$ cat config.mk
export PLATFORM = sky130hd
export DESIGN_NAME = dice_counters
export DESIGN_NICKNAME = d
export VERILOG_FILES = /design/src/rtl/dice_pkg.sv /design/src/rtl/dice_counters_die_counter.sv /design/src/rtl/dice_counters.sv
export SDC_FILE = /design/constraint.sdc
export NUM_CORES = 1
export LEC_CHECK = 0
export BUFFER_PORTS_ARGS = -buffer_cell sky130_fd_sc_hd__buf_2
export CORE_AREA = 2 2 39 41
export DETAILED_ROUTE_END_ITERATION = 7
export DIE_AREA = 0 0 41 43
export GPL_ROUTABILITY_DRIVEN = 0
export PLACE_DENSITY_LB_ADDON = 0.12
export SLEW_MARGIN = 10
export SYNTH_ARGS = -nofsm -noshare
export SYNTH_HDL_FRONTEND = slang
export SYNTH_SLANG_ARGS = --single-unit
$ cat constraint.sdc
create_clock -name clk -period 3.95 [get_ports clk]
set_input_delay 0.79 -clock clk [delete_from_list [all_inputs] [get_ports clk]]
set_output_delay 0.79 -clock clk [all_outputs]
set_load 0.02 [all_outputs]
$ cat src/rtl/dice_pkg.sv
// Shared types and helpers for the dice counters: die value type, face
// limits and the wrapped-successor function used by each die.
package dice_pkg;

  localparam int DIE_WIDTH = 3;

  typedef logic [DIE_WIDTH-1:0] die_t;

  localparam die_t DIE_MIN       = die_t'(1);
  localparam int   DIE_MAX_FACES = (1 << DIE_WIDTH) - 1;

  // True when value lies in the counting range 1..faces.
  function automatic logic is_legal(input die_t value, input die_t faces);
    return (value >= DIE_MIN) && (value <= faces);
  endfunction

  // Successor of a face value; the top face and any illegal value map to 1.
  function automatic die_t next_face(input die_t value, input die_t faces);
    if ((value >= DIE_MIN) && (value < faces)) begin
      return value + die_t'(1);
    end
    return DIE_MIN;
  endfunction

endpackage

$ cat src/rtl/dice_counters_die_counter.sv
// One modulo-FACES die counting 1..FACES. Advances on inc; wrap flags the
// edge on which a legal top face rolls over to 1.
module die_counter
  import dice_pkg::*;
#(
  parameter int FACES = 6
) (
  input  logic clk,
  input  logic rst,
  input  logic inc,
  output die_t value,
  output logic wrap
);

  localparam die_t TOP = die_t'(FACES);

  logic legal;

  assign legal = is_legal(value, TOP);
  assign wrap  = inc && (value == TOP);

  // An illegal value recovers to 1 on the next edge even when inc is low,
  // and never produces a carry.
  always_ff @(posedge clk or posedge rst) begin
    if (rst) begin
      value <= DIE_MIN;
    end else if (!legal) begin
      value <= DIE_MIN;
    end else if (inc) begin
      value <= next_face(value, TOP);
    end
  end

endmodule

$ cat src/rtl/dice_counters.sv
// Pair of chained dice counters: dice1 steps every clock, dice2 steps when
// dice1 wraps. Optional doubles output under macro DICE_DOUBLES_EN.
module dice_counters
  import dice_pkg::*;
#(
  parameter int FACES = 6
) (
  input  logic clk,
  input  logic rst,
  output die_t dice1_out,
  output die_t dice2_out
`ifdef DICE_DOUBLES_EN
  ,
  output logic doubles
`endif
);

  logic dice1_wrap;
  logic dice2_wrap;

  die_counter #(.FACES(FACES)) u_dice1 (
    .clk   (clk),
    .rst   (rst),
    .inc   (1'b1),
    .value (dice1_out),
    .wrap  (dice1_wrap)
  );

  die_counter #(.FACES(FACES)) u_dice2 (
    .clk   (clk),
    .rst   (rst),
    .inc   (dice1_wrap),
    .value (dice2_out),
    .wrap  (dice2_wrap)
  );

`ifdef DICE_DOUBLES_EN
  // Decoded from the registered values, so it reads 1 throughout reset.
  assign doubles = (dice1_out == dice2_out);
`endif

  logic unused_dice2_wrap;
  assign unused_dice2_wrap = dice2_wrap;

endmodule

==> run_results.csv <==
group,metric,value,unit
run_status,status,"completed",
global_routing,grt_remaining_overflow,0,
power_and_ir_drop,switching_share,20.1,%
timing,max_freq,557,MHz
yosys,yosysSeqAreaShare,38.7,%
timing,clock-skew-final,0.00298,ns
routing,drt_iter0_drc,4,
timing,tightest_slew,0.331,ns
power_and_ir_drop,peakVddDrop,0.000135,V
clock_tree,cts.sinks,6,
timing,maxSlewViolCount,0,
yosys,synth_area_leader_cell,"dfrtp_1",
routing,wl_met2,332,um
floorplanning,die_h,43,um
yosys,synth_top_cells_by_count,"6 x ha_1, 5 x inv_1, 4 x dfrtp_1",
timing,period_share,45.4,%
setup_path,critPathCaptureType,"output pin",
routing,routed_via_density,4.84,
routing,vias,310,
timing,finalHoldViolCount,0,
setup_path,path_delay_family,"flip-flops",
clock_tree,cts_tree,"built",
timing,rsz0062_at_grt,"no",
setup_path,critical_path.startpoint_type,"flop",
global_routing,grt_start_max_net_pins,10,
yosys,synth_fp_nets,47,
power_and_ir_drop,total_power,121,uW
yosys,yosysMostFrequentCell,"ha_1",
yosys,synthCells,39,
routing,routed_wl,713,um
routing,wire_per_inst,11.1,um
timing,relSlewSlack,78.0,%
timing,hold_ws,0.451,ns
timing,finalSetupViolations,0,
power_and_ir_drop,clockPowerShare,47.5,%
clock_tree,post_cts_buffers,0,
global_routing,antenna_found_initial,0,
layout,drive_above_1_share,29.2,%
yosys,synthDistinctLibCells,20,
yosys,synth-edff-count,0,
setup_path,crit_path_cell_trace,"buf_2",
global_routing,grt_use_total,10.6,%
timing,tns,0,ns
routing,antenna_left,0,
clock_tree,clock_path_buffers,2,
setup_path,crit_arrival,1.00,ns
routing,drc,0,
setup_path,r2r_setup_slack,2.53,ns
setup_path,critPathMaxFanout,9,
layout,final_net_count,58,
min_path,hold_path_class,"input pin to async pin",
yosys,synthArstFlopShare,100,%
yosys,netlist_area,394,um^2
yosys,synth_warnings,0,
clock_tree,holdBufCountCts,0,
power_and_ir_drop,seqPwrFrac,51.1,%
layout,area_growth,16.8,%
setup_path,max_stage_delay,0.53,ns
power_and_ir_drop,p_int,96.6,uW
clock_tree,h-tree-depth,1,
yosys,synth.area.top_cells,"dfrtp_1 25%, ha_1 19%, dfstp_2 13%",
routing,route.met3.wl,44,um
placement,placed_area,438,um^2
setup_path,path_buf_inv,1,
global_routing,grt_pass1_vias,266,
power_and_ir_drop,switching_power,24.3,uW
power_and_ir_drop,p_leak,0.248,nW
floorplanning,die-width,41,um
routing,wl_met1,322,um
timing,period_minus_slack,1.79,ns
layout,finalInstanceArea,460,um^2
setup_path,crit_slowest_cell,"dfrtp_1",
flow_run,drv_cap,0,
routing,dr.max_layer_used,"met4",
yosys,synth_ff_type,"dfrtp_1",
placement,post-dp-hpwl,571,um
clock_tree,root_buffer,"clkbuf_4",
yosys,ys_seq_elements,6,
setup_path,crit_type,"flop to output pin",
power_and_ir_drop,powerDensity,263,nW/um^2
placement,dp.cells,61,
power_and_ir_drop,comb_power_share,1.4,%
layout,stdcell_count,64,
layout,num_antenna_cells,0,
yosys,yosysTopAreaCellShare,25.4,%
floorplanning,num_rows,14,
yosys,synth_area_per_cell,10.1,um^2
floorplanning,core_region_area,1380,um^2
routing,first_pass_iters,3,
floorplanning,initial_core_util,28.5,%
floorplanning,die_area,1760,um^2
setup_path,worstPathRequired,3.16,ns
floorplanning,io-pin-count,8,
placement,io_buffers,7,
clock_tree,clk_pin_slew_worst_paths,0.05,ns
global_routing,grt_pass1_wl,1.18,mm
clock_tree,clock_latency,0.24,ns
clock_tree,cts_buffers,3,
clock_tree,cts_resized,0,
==> layer usage <==
layer  track usage, %  vias to the layer above
met5                0                        -
met4             10.0                        0
met3             3.14                        2
met2             13.8                        6
met1             13.2                      144
li1                 -                      158
==> area by class of cell <==
cell class                      instances  area [um^2]
Tap cell                               16         20.0
Timing Repair Buffer                    7         35.0
Clock buffer                            3         22.5
Sequential cell                         6          153
Inverter                                5         18.8
Fill cell                             142          923
Multi-Input combinational cell         27          211
==> stage by stage <==
step	setup WS, ns	utilization [%]
floorplan	2.55	-
global placement	2.42	31.6
detailed placement	2.41	31.6
CTS	2.14	33.3
global route	2.10	33.3
finish	2.16	33.3
==> sequential cells by signal, summed over array words and instances (netlist names) <==
name and flops:
u_dice2.value 3, u_dice1.value 3
==> cell families after synthesis <==
family                   share of synthesized area, %
multiplexers                                     2.54
adder cells (fa/ha/maj)                          19.0
flip-flops                                       38.7
buffers and inverters                            7.62
AO/OA/AOI/OAI                                    16.5
AND/OR/NAND/NOR                                  13.3
XOR/XNOR                                         2.22
==> path summary, 6_finish.rpt <==
path / from / endpoint / cells after the start
worst min register to register: u_dice1.value[0]$_DFF_PP1_ / u_dice1.value[0]$_DFF_PP1_ / 1
worst max register to register: u_dice1.value[0]$_DFF_PP1_ / u_dice2.value[1]$_DFFE_PP0P_ / 5
worst max-delay path: u_dice1.value[2]$_DFF_PP0_ / dice1_out[2] / 1
worst min-delay path: rst / u_dice2.value[1]$_DFFE_PP0P_ / 2
max in group asynchronous: rst / u_dice1.value[0]$_DFF_PP1_ / 2
min in group clk: u_dice1.value[0]$_DFF_PP1_ / u_dice1.value[0]$_DFF_PP1_ / 1
==> cells in the final DEF (no fill, tap or decap), drive strengths merged <==
cell and count:
mux2i 1, inv 5, a21oi 3, dfrtp 4, nor3b 1, xnor2 1
ha 6, dfstp 2, a211o 1, a22o 1, nand2 4, o21a 1
nor3 1, nor4 1, clkbuf 3, o2111ai 1, nor2 3, buf 7
a31oi 1, a311oi 1
==> power by group through the flow <==
stage,logic (mW),clock network [mW],registers (mW)
2_1_floorplan,0.000964,0,0.0626
3_3_place_gp,0.00180,0,0.0626
3_5_place_dp,0.00176,0,0.0626
4_1_cts,0.00176,0.0608,0.0617
5_1_grt,0.00206,0.0669,0.0616
6_report,0.00168,0.0575,0.0617
Power figures use the tool's default switching activity.
